## src/rtl/sram_ctrl_pkg.sv

```systemverilog
// Shared sizing constants and FSM encoding for the masked-write SRAM array controller.
package sram_ctrl_pkg;

  localparam int ADDR_W     = 13;
  localparam int LANES      = 6;
  localparam int LANE_W     = 29;
  localparam int DATA_W     = LANES * LANE_W;
  localparam int RESP_DEPTH = 3;

  typedef enum logic {
    INIT = 1'b0,
    RUN  = 1'b1
  } state_t;

endpackage

```

## src/rtl/sram_array_ctrl_if.sv

```systemverilog
// Request/response channels plus the single-port SRAM macro port of the array controller.
// Handshakes: a transfer happens at a rising edge where valid && ready; valid never waits
// on ready, while ready may depend on the valid of the competing request channel.
interface sram_array_ctrl_if #(
  parameter int ADDR_W = sram_ctrl_pkg::ADDR_W,
  parameter int LANES  = sram_ctrl_pkg::LANES,
  parameter int LANE_W = sram_ctrl_pkg::LANE_W
);

  localparam int DATA_W = LANES * LANE_W;

  logic              wr_valid;
  logic              wr_ready;
  logic [ADDR_W-1:0] wr_addr;
  logic [DATA_W-1:0] wr_data;
  logic [LANES-1:0]  wr_mask;

  logic              rd_valid;
  logic              rd_ready;
  logic [ADDR_W-1:0] rd_addr;

  logic              resp_valid;
  logic              resp_ready;
  logic [DATA_W-1:0] resp_data;

  logic              sram_en;
  logic              sram_wmode;
  logic [ADDR_W-1:0] sram_addr;
  logic [LANES-1:0]  sram_wmask;
  logic [DATA_W-1:0] sram_wdata;
  logic [DATA_W-1:0] sram_rdata;

  logic              init_done;

  modport slave (
    input  wr_valid, wr_addr, wr_data, wr_mask,
    output wr_ready,
    input  rd_valid, rd_addr,
    output rd_ready,
    output resp_valid, resp_data,
    input  resp_ready,
    output sram_en, sram_wmode, sram_addr, sram_wmask, sram_wdata,
    input  sram_rdata,
    output init_done
  );

  modport master (
    output wr_valid, wr_addr, wr_data, wr_mask,
    input  wr_ready,
    output rd_valid, rd_addr,
    input  rd_ready,
    input  resp_valid, resp_data,
    output resp_ready,
    input  sram_en, sram_wmode, sram_addr, sram_wmask, sram_wdata,
    output sram_rdata,
    input  init_done
  );

endinterface

```

## src/rtl/sram_resp_fifo.sv

```systemverilog
// Small circular response buffer: head is visible combinationally, count feeds the read credit check.
module sram_resp_fifo
  import sram_ctrl_pkg::*;
#(
  parameter int WIDTH = DATA_W,
  parameter int DEPTH = RESP_DEPTH,
  localparam int PTR_W = $clog2(DEPTH),
  localparam int CNT_W = $clog2(DEPTH + 1)
) (
  input  logic             clock,
  input  logic             reset_n,
  input  logic             push,
  input  logic [WIDTH-1:0] push_data,
  input  logic             pop,
  output logic [WIDTH-1:0] head,
  output logic             valid,
  output logic [CNT_W-1:0] count
);

  logic [WIDTH-1:0] mem [DEPTH];
  logic [PTR_W-1:0] wr_ptr;
  logic [PTR_W-1:0] rd_ptr;
  logic             do_push;
  logic             do_pop;

  function automatic logic [PTR_W-1:0] bump(input logic [PTR_W-1:0] p);
    return (p == PTR_W'(DEPTH - 1)) ? '0 : p + 1'b1;
  endfunction

  // A push into a full buffer is accepted only when a pop frees a slot in the same cycle.
  always_comb begin
    do_pop  = pop && (count != '0);
    do_push = push && ((count != CNT_W'(DEPTH)) || do_pop);
    valid   = (count != '0);
    head    = mem[rd_ptr];
  end

  always_ff @(posedge clock) begin
    if (do_push) mem[wr_ptr] <= push_data;
  end

  always_ff @(posedge clock or negedge reset_n) begin
    if (!reset_n) begin
      wr_ptr <= '0;
      rd_ptr <= '0;
      count  <= '0;
    end else begin
      if (do_push) wr_ptr <= bump(wr_ptr);
      if (do_pop)  rd_ptr <= bump(rd_ptr);
      case ({do_push, do_pop})
        2'b10:   count <= count + 1'b1;
        2'b01:   count <= count - 1'b1;
        default: count <= count;
      endcase
    end
  end

endmodule

```

## src/rtl/sram_array_ctrl.sv

```systemverilog
// Single-port SRAM array controller: post-reset zero sweep, write-priority arbitration with
// read anti-starvation, and a credit-limited response path.
module sram_array_ctrl
  import sram_ctrl_pkg::*;
#(
  parameter int ADDR_W = sram_ctrl_pkg::ADDR_W,
  parameter int LANES  = sram_ctrl_pkg::LANES,
  parameter int LANE_W = sram_ctrl_pkg::LANE_W
) (
  input  logic                clock,
  input  logic                reset_n,
  sram_array_ctrl_if.slave    bus,
  output state_t              dbg_state
);

  localparam logic [ADDR_W-1:0] LAST_ADDR = '1;

  state_t                            state;
  state_t                            state_nxt;
  logic [ADDR_W-1:0]                 init_addr;
  logic [1:0]                        starve_cnt;
  logic                              inflight;
  logic [$clog2(RESP_DEPTH+1)-1:0]   fifo_count;
  logic                              run;
  logic                              rd_may;
  logic                              rd_sel;
  logic                              wr_grant;
  logic                              rd_grant;

  always_ff @(posedge clock or negedge reset_n) begin
    if (!reset_n) state <= INIT;
    else          state <= state_nxt;
  end

  always_comb begin
    state_nxt = state;
    if (state == INIT && init_addr == LAST_ADDR) state_nxt = RUN;
  end

  always_ff @(posedge clock or negedge reset_n) begin
    if (!reset_n) begin
      init_addr  <= '0;
      starve_cnt <= '0;
      inflight   <= 1'b0;
    end else begin
      if (state == INIT) init_addr <= init_addr + 1'b1;
      inflight <= rd_grant;
      if (rd_grant)
        starve_cnt <= '0;
      else if (wr_grant && bus.rd_valid && starve_cnt != 2'd3)
        starve_cnt <= starve_cnt + 2'd1;
    end
  end

  // Reads are credit-limited by buffered plus in-flight responses so the FIFO can never overflow.
  always_comb begin
    run            = (state == RUN);
    rd_may         = ({1'b0, fifo_count} + {2'b00, inflight}) < 3'(RESP_DEPTH);
    rd_sel         = run && bus.rd_valid && rd_may && (!bus.wr_valid || starve_cnt == 2'd3);
    bus.wr_ready   = run && !rd_sel;
    wr_grant       = bus.wr_valid && bus.wr_ready;
    bus.rd_ready   = run && rd_may && !wr_grant;
    rd_grant       = bus.rd_valid && bus.rd_ready;
    bus.init_done  = run;
    dbg_state      = state;

    bus.sram_en    = 1'b0;
    bus.sram_wmode = 1'b0;
    bus.sram_addr  = '0;
    bus.sram_wmask = '0;
    bus.sram_wdata = '0;
    if (state == INIT) begin
      // Gated by reset_n so the macro stays quiet while reset is held.
      bus.sram_en    = reset_n;
      bus.sram_wmode = reset_n;
      bus.sram_addr  = init_addr;
      bus.sram_wmask = {LANES{reset_n}};
    end else if (wr_grant) begin
      bus.sram_en    = 1'b1;
      bus.sram_wmode = 1'b1;
      bus.sram_addr  = bus.wr_addr;
      bus.sram_wmask = bus.wr_mask;
      bus.sram_wdata = bus.wr_data;
    end else if (rd_grant) begin
      bus.sram_en    = 1'b1;
      bus.sram_addr  = bus.rd_addr;
    end
  end

  sram_resp_fifo #(
    .WIDTH (LANES * LANE_W),
    .DEPTH (RESP_DEPTH)
  ) u_resp_fifo (
    .clock     (clock),
    .reset_n   (reset_n),
    .push      (inflight),
    .push_data (bus.sram_rdata),
    .pop       (bus.resp_ready),
    .head      (bus.resp_data),
    .valid     (bus.resp_valid),
    .count     (fifo_count)
  );

endmodule

```

## src/flat_wrapper.sv

```systemverilog
// flat-port wrapper written by rule: the top's interface ports become plain ports
module sram_array_ctrl_flat import sram_ctrl_pkg::*;
#(
  parameter int ADDR_W = sram_ctrl_pkg::ADDR_W,
  parameter int LANES  = sram_ctrl_pkg::LANES,
  parameter int LANE_W = sram_ctrl_pkg::LANE_W
)
  (clock, reset_n, dbg_state, bus_wr_valid, bus_wr_addr, bus_wr_data, bus_wr_mask, bus_wr_ready, bus_rd_valid, bus_rd_addr, bus_rd_ready, bus_resp_valid, bus_resp_data, bus_resp_ready, bus_sram_en, bus_sram_wmode, bus_sram_addr, bus_sram_wmask, bus_sram_wdata, bus_sram_rdata, bus_init_done);
  sram_array_ctrl_if #(.ADDR_W(ADDR_W), .LANES(LANES), .LANE_W(LANE_W)) bus_i ();
  input  logic clock;
  input  logic reset_n;
  output state_t dbg_state;
  input wire logic [$bits(bus_i.wr_valid)-1:0] bus_wr_valid;
  input wire logic [$bits(bus_i.wr_addr)-1:0] bus_wr_addr;
  input wire logic [$bits(bus_i.wr_data)-1:0] bus_wr_data;
  input wire logic [$bits(bus_i.wr_mask)-1:0] bus_wr_mask;
  output wire logic [$bits(bus_i.wr_ready)-1:0] bus_wr_ready;
  input wire logic [$bits(bus_i.rd_valid)-1:0] bus_rd_valid;
  input wire logic [$bits(bus_i.rd_addr)-1:0] bus_rd_addr;
  output wire logic [$bits(bus_i.rd_ready)-1:0] bus_rd_ready;
  output wire logic [$bits(bus_i.resp_valid)-1:0] bus_resp_valid;
  output wire logic [$bits(bus_i.resp_data)-1:0] bus_resp_data;
  input wire logic [$bits(bus_i.resp_ready)-1:0] bus_resp_ready;
  output wire logic [$bits(bus_i.sram_en)-1:0] bus_sram_en;
  output wire logic [$bits(bus_i.sram_wmode)-1:0] bus_sram_wmode;
  output wire logic [$bits(bus_i.sram_addr)-1:0] bus_sram_addr;
  output wire logic [$bits(bus_i.sram_wmask)-1:0] bus_sram_wmask;
  output wire logic [$bits(bus_i.sram_wdata)-1:0] bus_sram_wdata;
  input wire logic [$bits(bus_i.sram_rdata)-1:0] bus_sram_rdata;
  output wire logic [$bits(bus_i.init_done)-1:0] bus_init_done;
  assign bus_i.wr_valid = bus_wr_valid;
  assign bus_i.wr_addr = bus_wr_addr;
  assign bus_i.wr_data = bus_wr_data;
  assign bus_i.wr_mask = bus_wr_mask;
  assign bus_wr_ready = bus_i.wr_ready;
  assign bus_i.rd_valid = bus_rd_valid;
  assign bus_i.rd_addr = bus_rd_addr;
  assign bus_rd_ready = bus_i.rd_ready;
  assign bus_resp_valid = bus_i.resp_valid;
  assign bus_resp_data = bus_i.resp_data;
  assign bus_i.resp_ready = bus_resp_ready;
  assign bus_sram_en = bus_i.sram_en;
  assign bus_sram_wmode = bus_i.sram_wmode;
  assign bus_sram_addr = bus_i.sram_addr;
  assign bus_sram_wmask = bus_i.sram_wmask;
  assign bus_sram_wdata = bus_i.sram_wdata;
  assign bus_i.sram_rdata = bus_sram_rdata;
  assign bus_init_done = bus_i.init_done;
  sram_array_ctrl #(.ADDR_W(ADDR_W), .LANES(LANES), .LANE_W(LANE_W)) u_core (.clock(clock), .reset_n(reset_n), .bus(bus_i), .dbg_state(dbg_state));
endmodule
```

## config.mk

```make
export PLATFORM = sky130hd
export DESIGN_NAME = sram_array_ctrl_flat
export DESIGN_NICKNAME = d
export VERILOG_FILES = /design/src/rtl/sram_ctrl_pkg.sv /design/src/rtl/sram_array_ctrl_if.sv /design/src/rtl/sram_resp_fifo.sv /design/src/rtl/sram_array_ctrl.sv /design/src/flat_wrapper.sv
export SDC_FILE = /design/constraint.sdc
export NUM_CORES = 1
export LEC_CHECK = 0
export CAP_MARGIN = 10
export CORE_AREA = 4 4 295 297
export DETAILED_ROUTE_END_ITERATION = 10
export DIE_AREA = 0 0 299 301
export HOLD_SLACK_MARGIN = 0.06
export PLACE_DENSITY = 0.57
export SLEW_MARGIN = 40
export SYNTH_ARGS = -nofsm -noshare
export SYNTH_HDL_FRONTEND = slang
export SYNTH_SLANG_ARGS = --single-unit
```

## constraint.sdc

```tcl
create_clock -name clock -period 17.1 [get_ports clock]
set_clock_uncertainty 0.05 [all_clocks]
set_input_delay 3.42 -clock clock [delete_from_list [all_inputs] [get_ports clock]]
set_output_delay 3.42 -clock clock [all_outputs]
set_load 0.02 [all_outputs]
```

# Yosys cells after proc, flatten, opt, wreduce, memory -nomap -nowiden

Memory sizes are Yosys's and may differ from the RTL's.
Index checks and enable logic that the tools add are counted.

Add/subtract/negate cells: 7
Multipliers: 0
Div/mod/pow operators: 0
$lt $le $gt $ge: 1
Eq/ne operators: 8
Shift operators: 0
Multiplexer cells: 19
Bitwise gates (word level): 1
Reductions and logical operators: 21

Operators by type and width:

| operator                | number |
|---|---|
| $mux W174               | 2 |
| $mux W13                | 3 |
| $add A13 B1 Y13 const B | 1 |
| $eq A13 B13 Y1 const B  | 1 |
| $logic_and A1 B1 Y1     | 13 |
| $mux W6                 | 2 |
| $add A2 B1 Y2 const B   | 4 |
| $eq A2 B2 Y1 const B    | 4 |
| $mux W2                 | 4 |
| $mux W1                 | 7 |
| $reduce_bool A2 Y1      | 3 |
| $ne A2 B2 Y1 const B    | 2 |
| $pmux W2 S2             | 1 |
| $add A2 B1 Y3           | 1 |
| $logic_not A1 Y1        | 3 |
| $lt A3 B2 Y1 const B    | 1 |
| $eq A2 B1 Y1 const B    | 1 |
| $logic_or A1 B1 Y1      | 2 |
| $sub A2 B1 Y2 const B   | 1 |
| $not A1 Y1              | 1 |

Bits in registers: 23
Latch bits: 0
Memory bits (writable): 522
Bits in read-only memories: 0
Bits of input ports: 385
Output and inout bits: 374
Logic and storage cells: 65
Memories kept: 1

Memories:

| memory                 | words | width | rd ports | clocked after Yosys merged registers in | write ports | RTL line             | text |
|---|---|---|---|---|---|---|---|
| u_core.u_resp_fifo.mem | 3     | 174   | 1        | 0                                       | 1           | sram_resp_fifo.sv:20 | `logic [WIDTH-1:0] mem [DEPTH];` |

# Logic depth before layout (Yosys ltp)

Gate-level depths: netlist of the first run.

Depth in word-level cells: 13
Depth in mapped cells: 7
Depth with buffers taken out: 5

# Hierarchy

A second synthesis of the first run with hierarchy kept.

Cells, all modules: 1448
Area total of the unflattened synthesis: 22103.7 um^2

Modules (own cells, without submodules):

| module          | instances | cells each | area each (um^2) | seq. area each (um^2) |
|---|---|---|---|---|
| sram_resp_fifo  | 1         | 1130       | 19623.8          | 15825.2 |
| sram_array_ctrl | 1         | 318        | 2479.9           | 425.4 |

# Worst setup path before layout of the first run

Ideal clock, no wire load.

Kind: in2reg
Start point: input bus_resp_ready
End point: memory u_core.u_resp_fifo.mem[2][0] (netlist bit), enable pin
Setup time: 957 ps
Data arrival time: 16252 ps
Data required time: 16093 ps
Path slack: -159 ps
Cell stages on the path: 2
Path buffers: 0
Cell sequence: o21ai_0 nor3b_1

Word-level cells in the longest chain between the ends: 5

RTL lines:

| element                       | RTL line             | text |
|---|---|---|
| start, declared               | flat_wrapper.sv:23   | `input wire logic [$bits(bus_i.resp_ready)-1:0] bus_resp_ready;` |
| $logic_and A1 B1 Y1           | sram_resp_fifo.sv:32 | `do_pop = pop && (count != '0);` |
| $logic_or A1 B1 Y1            | sram_resp_fifo.sv:33 | `do_push = push && ((count != CNT_W'(DEPTH)) \|\| do_pop);` |
| $logic_and A1 B1 Y1           | sram_resp_fifo.sv:33 |  |
| $mux W1                       | sram_resp_fifo.sv:39 | `if (do_push) mem[wr_ptr] <= push_data;` |
| $mux W1 (implied by the code) | sram_resp_fifo.sv:39 |  |
| end, declared                 | sram_resp_fifo.sv:20 |  |

No other way between the ends.

# Final worst setup path of the first run

Start point: input bus_wr_valid
End point: output bus_sram_wdata[81]

Word-level cells in the longest chain between the ends: 8

RTL lines:

| element                 | RTL line              | text |
|---|---|---|
| start, declared         | flat_wrapper.sv:13    | `input wire logic [$bits(bus_i.wr_valid)-1:0] bus_wr_valid;` |
| $logic_not A1 Y1        | sram_array_ctrl.sv:59 | `rd_sel = run && bus.rd_valid && rd_may && (!bus.wr_valid \|\| starve_cnt == 2'd3);` |
| $logic_or A1 B1 Y1      | sram_array_ctrl.sv:59 |  |
| $logic_and A1 B1 Y1     | sram_array_ctrl.sv:59 |  |
| $logic_not A1 Y1        | sram_array_ctrl.sv:60 | `bus.wr_ready = run && !rd_sel;` |
| $logic_and A1 B1 Y1     | sram_array_ctrl.sv:60 |  |
| $logic_and A1 B1 Y1 (*) | sram_array_ctrl.sv:61 | `wr_grant = bus.wr_valid && bus.wr_ready;` |
| $mux W174 (*)           | sram_array_ctrl.sv:78 | `end else if (wr_grant) begin` |
| $mux W174 (*)           | sram_array_ctrl.sv:72 | `if (state == INIT) begin` |
| end, declared           | flat_wrapper.sv:28    | `output wire logic [$bits(bus_i.sram_wdata)-1:0] bus_sram_wdata;` |

Mark *: on every way between the ends. The rest lies on a longest branch, timed or not.

==> results.json, run 1 <==
{
  "worst-path-stages": 8,
  "num_io_pins": 759,
  "initial_core_util_pct": 25.8,
  "grt_max_degree": 108,
  "grt_pass1_vias": 15168,
  "syn_inst": 1445,
  "startpoint": "bus_wr_valid",
  "seq_area_sq_um": 16300,
  "arrival_ns": 6.36,
  "ctsResizeCount": 0,
  "critPathTopFamily": "buffers and inverters",
  "outcome": "finished clean",
  "use_met2_pct": 37.1,
  "top_usage_layer": "met2",
  "powerDensity_nw_per_um2": 86.8,
  "synth.distinct_cells": 36,
  "crit_buf_inv": 5,
  "slew-limit-headroom_pct": 44.5,
  "worstPathCellList": "clkdlybuf4s50_1 -> nand2_1 -> a41oi_4 -> buf_4 -> buf_4 -> buf_12 -> and2_1 -> clkdlybuf4s50_1",
  "path_clk_slew_ns": 0.06,
  "p_leak_nw": 10.5,
  "clkPwrFrac_pct": 44.6,
  "cts.sinks": 545,
  "synth_flop_cell": "edfxtp_1",
  "worstSkewPairLatency_ns": 0.61,
  "reg2reg_slack_ns": 13.85,
  "rows": 107,
  "drt-vias-per-instance": 4.31,
  "finalNetCount": 2594,
  "synth_largest_area_cell": "edfxtp_1",
  "io_buffers": 758,
  "synth_top_area_share_pct": 71.7,
  "drt_iter0_drc": 758,
  "cp-start-kind": "input port",
  "comb_power_share_pct": 4.5,
  "power.internal_mw": 2.30,
  "crit_fanout": 91,
  "cts_setup_buffers": 0,
  "synth.cells.most_frequent": "edfxtp_1, nand2_1, o21ai_0",
  "dr.pass1.iters": 5,
  "ant_nets": 0,
  "cts_hold_buffers": 0,
  "synth_area_sq_um": 21900,
  "cp-endpoint": "bus_sram_wdata[81]",
  "via_count": 15174,
  "ff2ff_path_depth": 6,
  "ys_async_sr_fraction_pct": 4.22,
  "cts_tree": "yes",
  "mappedNetlistNets": 1834,
  "period_minus_slack_ns": 9.83,
  "antenna_found_initial": 90,
  "globalRouteTotalUtil_pct": 20.0,
  "critical-path-max-stage-delay_ns": 0.64,
  "setup_viol": 0,
  "finalWirelength_mm": 94.1,
  "worst_pin_slew_ns": 0.832,
  "avgSynthCellArea_sq_um": 15.1,
  "fin_tns_setup_ns": 0,
  "wire_per_inst_microns": 26.8,
  "endpoint_kind": "output port",
  "ys_seq_area_share_pct": 74.3,
  "drc": 0,
  "pwr-share-seq_pct": 50.9,
  "die_h_microns": 301,
  "drive_above_1_share_pct": 5.86,
  "die_area_sq_um": 90000,
  "post-route-util_pct": 39.1,
  "rsz0062_at_grt": "no",
  "use_met3_pct": 6.76,
  "switching_share_pct": 20.0,
  "r2r_start": "u_core.u_resp_fifo.count[1]$_DFFE_PN0P_",
  "coreArea_sq_um": 84600,
  "r2r_end": "u_core.u_resp_fifo.mem[0][167]$_DFFE_PP_",
  "cts-root-buf": "clkbuf_16",
  "grt.overflow.total": 0,
  "fin_crit_sh_pct": 57.5,
  "hpwl_mm": 74.4,
  "gp_congestion": 1.04,
  "cts_made_buffers": 59,
  "holdCritPathClass": "reg -> reg",
  "crit_slowest_cell": "clkdlybuf4s50_1",
  "synth.area.top_cells": "edfxtp_1, mux2i_1, and2_1, o21ai_0, nand2_1",
  "multi_input_area_sq_um": 5210,
  "hold_violations": 0,
  "cap_violations": 0,
  "cp.required_ns": 13.63,
  "crit_type": "in -> out",
  "grt_pass1_wl_mm": 124,
  "yosysMostFrequentCell": "edfxtp_1",
  "yosys_register_bits": 545,
  "yosysWarnings": 0,
  "p_sw_mw": 0.575,
  "max_freq_mhz": 102,
  "htree_levels": 2,
  "area_growth_pct": 51.3,
  "synth_edf_count": 522,
  "gr-usage-met1_pct": 17.5,
  "cts_max_path_buffers": 3,
  "nFillCells": 8034,
  "die_x_microns": 299,
  "slew_violations": 0,
  "peakVddDrop_mv": 0.0713
}
==> cells in the final DEF (no fill, tap or decap), drive strengths merged, types with 23 or more instances in the layout <==
| cell | instances |
|---|---|
| clkinv | 23 |
| diode | 120 |
| and2 | 174 |
| clkdlybuf4s50 | 758 |
| buf | 27 |
| edfxtp | 522 |
| dfrtp | 23 |
| o21ai | 180 |
| mux2i | 175 |
| nand2 | 183 |
| clkbuf | 72 |
==> metrics by stage <==
step	setup WS [ns]	hold slack [ns]	power (mW)	area [sq um]	std cells
6_report	7.27	0.439	2.87	33100	3518
5_1_grt	7.13	0.444	2.97	33000	3510
4_1_cts	7.13	0.436	2.91	32700	3395
3_5_place_dp	7.13	0.425	1.62	30700	3285
3_3_place_gp	7.27	0.422	1.61	30700	3282
2_1_floorplan	0.718	0.405	1.49	21900	1445
==> power groups by stage <==
stage	Combinational, mW	Clock (mW)	Sequential (mW)
2_1_floorplan	0.00295	0	1.49
3_3_place_gp	0.126	0	1.49
3_5_place_dp	0.128	0	1.49
4_1_cts	0.129	1.32	1.46
5_1_grt	0.133	1.38	1.46
6_report	0.128	1.28	1.46
==> state kept, by name, summed over array words and instances (netlist names) <==
register / count
u_core.u_resp_fifo.wr_ptr: 2
u_core.bus.init_done: 1
u_core.init_addr: 13
u_core.starve_cnt: 2
u_core.u_resp_fifo.count: 2
u_core.u_resp_fifo.rd_ptr: 2
u_core.u_resp_fifo.mem: 522
u_core.inflight: 1
==> layer usage <==
metal  vias to the layer above  wire (microns)
met5                         -              92
met4                        14            6470
met3                       203            7070
met2                       619           52000
met1                      7360           28500
li1                       6978               -
==> worst register-to-register path: stages (launching register included) <==
cell and delay [ns]:
dfrtp_1 0.47, nand2_1 0.10, o21ai_1 0.23, nor3_4 0.42
buf_6 0.23, buf_4 0.55, buf_4 0.74
==> how the worst min path moves through the flow <==
stage	from	end	slack (ns)	cells after the start
finish	u_core.init_addr[7]$_DFFE_PN0N_	u_core.init_addr[7]$_DFFE_PN0N_	0.44	1
global route	u_core.init_addr[7]$_DFFE_PN0N_	u_core.init_addr[7]$_DFFE_PN0N_	0.44	1
CTS	u_core.init_addr[7]$_DFFE_PN0N_	u_core.init_addr[7]$_DFFE_PN0N_	0.44	1
detailed placement	u_core.init_addr[7]$_DFFE_PN0N_	u_core.init_addr[7]$_DFFE_PN0N_	0.43	1
global placement	u_core.init_addr[7]$_DFFE_PN0N_	u_core.init_addr[7]$_DFFE_PN0N_	0.42	1
floorplan	u_core.init_addr[10]$_DFFE_PN0N_	u_core.init_addr[10]$_DFFE_PN0N_	0.40	1
==> cell families (layout without fill, tap and decap cells) <==
logic type	Yosys count	in the layout	share of synthesized area [%]
other	0	120	0
DFF	545	545	74.3
xor gates and xnor gates	13	13	0.521
AOI/OAI and AO/OA	206	206	5.26
buffers and inverters	91	900	1.97
and+or+nand+nor	408	408	9.51
adders and majority gates	4	4	0.229
muxes	178	178	8.17
==> cell type report <==
type | count | area share (%)
diodes | 120 | 0.908
clock buffers | 72 | 4.67
multi-input cells | 809 | 15.8
repair buffers | 785 | 23.8
clock inverters | 38 | 1.30
flip-flops and latches | 545 | 49.2
well taps | 1144 | 4.33
inverters | 5 | 0.0568
No activity file was read; power rests on OpenSTA's default activity.
==> run 2, diff against run 1 <==
==> constraint.sdc (replaced) <==
create_clock -name clock -period 9.33 [get_ports clock]
set_clock_uncertainty 0.05 [all_clocks]
set_input_delay 1.866 -clock clock [delete_from_list [all_inputs] [get_ports clock]]
set_output_delay 1.866 -clock clock [all_outputs]
set_load 0.02 [all_outputs]
==> run 2 against run 1 <==
Flip-flop and latch count stayed put. First-iteration DRC count is 11% higher. Combinational power is 82% higher. Critical path depth is 2 lower. Sequential share of layout area is 0.24 points higher. Sequential power is 84% higher. Non-clock buffer count is 7 lower. Worst hold slack better by 0.0016 ns. Global-route usage is 0.43 points lower. Count of clock-buffer cells in the layout is 1 lower. Critical endpoint is now bus_sram_wmask[4]. Largest cell class unchanged. Largest power group unchanged. Highest routed layer unchanged.
==> results.json, run 2 (synthesized netlist as in run 1, its figures left out) <==
{
  "slew-limit-headroom_pct": 48.3,
  "hpwl_mm": 71.7,
  "fin_tns_setup_ns": 0,
  "setup_viol": 0,
  "fin_crit_sh_pct": 66.4,
  "finalWirelength_mm": 92.6,
  "stdcell_area_sq_um": 32900,
  "endpoint_kind": "output port",
  "cts_made_buffers": 58,
  "die_h_microns": 301,
  "pwr-share-seq_pct": 51.2,
  "switching_share_pct": 19.9,
  "die_x_microns": 299,
  "dr.pass1.iters": 6,
  "max_freq_mhz": 161,
  "layout_commonest_cell": "clkdlybuf4s50_1",
  "io_buffers": 758,
  "period_minus_slack_ns": 6.20,
  "outcome": "finished clean",
  "arrival_ns": 4.28,
  "largest_register_ffs": 522,
  "power.internal_mw": 4.19,
  "via_count": 15155,
  "rows": 107,
  "coreArea_sq_um": 84600,
  "worstSkewPairLatency_ns": 0.62,
  "powerDensity_nw_per_um2": 159,
  "hold_ws_ns": 0.441,
  "area_growth_pct": 50.5,
  "place_area_sq_um": 30700,
  "ctsResizeCount": 0,
  "gp_congestion": 0.964,
  "cp-start-kind": "input port",
  "nFillCells": 7993,
  "crit_type": "in -> out",
  "grt_max_degree": 153,
  "drive_above_1_share_pct": 5.00,
  "hold_violations": 0,
  "clkPwrFrac_pct": 44.3,
  "total_power_mw": 5.23,
  "comb_power_share_pct": 4.5,
  "globalRouteTotalUtil_pct": 19.5,
  "startpoint": "bus_wr_valid",
  "top_regs": "u_core.u_resp_fifo.mem: 522 flops, u_core.init_addr: 13 flops",
  "htree_levels": 2,
  "cp.required_ns": 7.41,
  "cts_tree": "yes",
  "crit_fanout": 81,
  "grt_pass1_vias": 15134,
  "wire_per_inst_microns": 26.7,
  "worst_pin_slew_ns": 0.771,
  "grt_pass1_wl_mm": 122,
  "p_sw_mw": 1.04,
  "drt_iter0_drc": 839,
  "final_cell_mix": "clkdlybuf4s50_1, edfxtp_1, nand2_1, o21ai_0, mux2i_1",
  "path_clk_slew_ns": 0.06,
  "min_from": "u_core.init_addr[11]$_DFFE_PN0N_",
  "num_io_pins": 759,
  "rsz0062_at_grt": "no",
  "holdCritPathClass": "reg -> reg",
  "cts_max_path_buffers": 3,
  "die_area_sq_um": 90000,
  "cts_hold_buffers": 0,
  "cts_setup_buffers": 0,
  "drc": 0,
  "grt.overflow.total": 0,
  "slew_violations": 0,
  "cts-root-buf": "clkbuf_16",
  "cts.sinks": 545,
  "p_leak_nw": 10.4,
  "initial_core_util_pct": 25.8,
  "drt-vias-per-instance": 4.37,
  "ant_nets": 0,
  "finalNetCount": 2586,
  "antenna_found_initial": 81,
  "multi_input_area_sq_um": 5210,
  "r2r_start": "u_core.inflight$_DFF_PN0_",
  "seq_area_sq_um": 16300,
  "peakVddDrop_mv": 0.132,
  "cap_violations": 0,
  "top_register": "u_core.u_resp_fifo.mem"
}
[run 2: cell types whose count changed in the layout (fill, tap and decap cells not counted), moves of 3 or more]
cell	previous run	this run
buf_12	3	6
buf_4	17	6
clkinv_1	9	14
clkinv_2	9	4
clkinv_4	4	1
diode_2	120	79
[run 2: power by group through the flow]
| stage | Sequential (mW) | Clock, mW | Combinational, mW |
|---|---|---|---|
| 6_report | 2.68 | 2.32 | 0.233 |
| 5_1_grt | 2.68 | 2.49 | 0.240 |
| 2_1_floorplan | 2.73 | 0 | 0.00540 |
| 3_5_place_dp | 2.73 | 0 | 0.233 |
| 4_1_cts | 2.68 | 2.39 | 0.234 |
| 3_3_place_gp | 2.73 | 0 | 0.229 |
[run 2: worst max-delay path, cell delays in order]
cell,delay [ns]
clkdlybuf4s50_1,0.55
nand2_1,0.12
a41oi_4,0.21
buf_4,0.54
a21o_1,0.30
clkdlybuf4s50_1,0.63
[run 2: metrics by stage]
| step | std cells | util [%] | worst slack (ns) |
|---|---|---|---|
| 2_1_floorplan | 1445 | - | 2.02 |
| 4_1_cts | 3384 | 38.6 | 3.08 |
| 3_5_place_dp | 3279 | 36.3 | 3.09 |
| 3_3_place_gp | 3277 | 36.3 | 3.17 |
| 6_report | 3465 | 38.9 | 3.13 |
| 5_1_grt | 3458 | 38.9 | 3.04 |
[run 2: area by class of cell]
type / instances / area share (%)
antenna: 79 / 0.601
tap: 1144 / 4.35
multi-input combinational: 809 / 15.8
clock buffer: 71 / 4.56
sequential: 545 / 49.4
clock inverter: 34 / 1.26
inverter: 5 / 0.0570
timing repair buffer: 778 / 23.9
[run 2: metal layers]
metal	vias to the layer above	track usage (%)	share of wire, %
met5	-	0	0.029
met4	4	16.3	9.0
met3	226	4.79	6.3
met2	718	36.7	54
met1	7296	17.5	30
li1	6911	-	-
[run 2: final timing paths]
| path | endpoint | slack, ns | cells after the start |
|---|---|---|---|
| worst max-delay path | bus_sram_wmask[4] | 3.13 | 6 |
| worst min-delay path | u_core.init_addr[11]$_DFFE_PN0N_ | 0.44 | 1 |
| worst max register to register | u_core.u_resp_fifo.mem[1][16]$_DFFE_PP_ | 5.89 | 5 |
| worst min register to register | u_core.init_addr[11]$_DFFE_PN0N_ | 0.44 | 1 |
| max in group asynchronous | u_core.u_resp_fifo.rd_ptr[0]$_DFFE_PN0P_ | 7.32 | 2 |
| min in group asynchronous | u_core.init_addr[1]$_DFFE_PN0N_ | 1.63 | 2 |
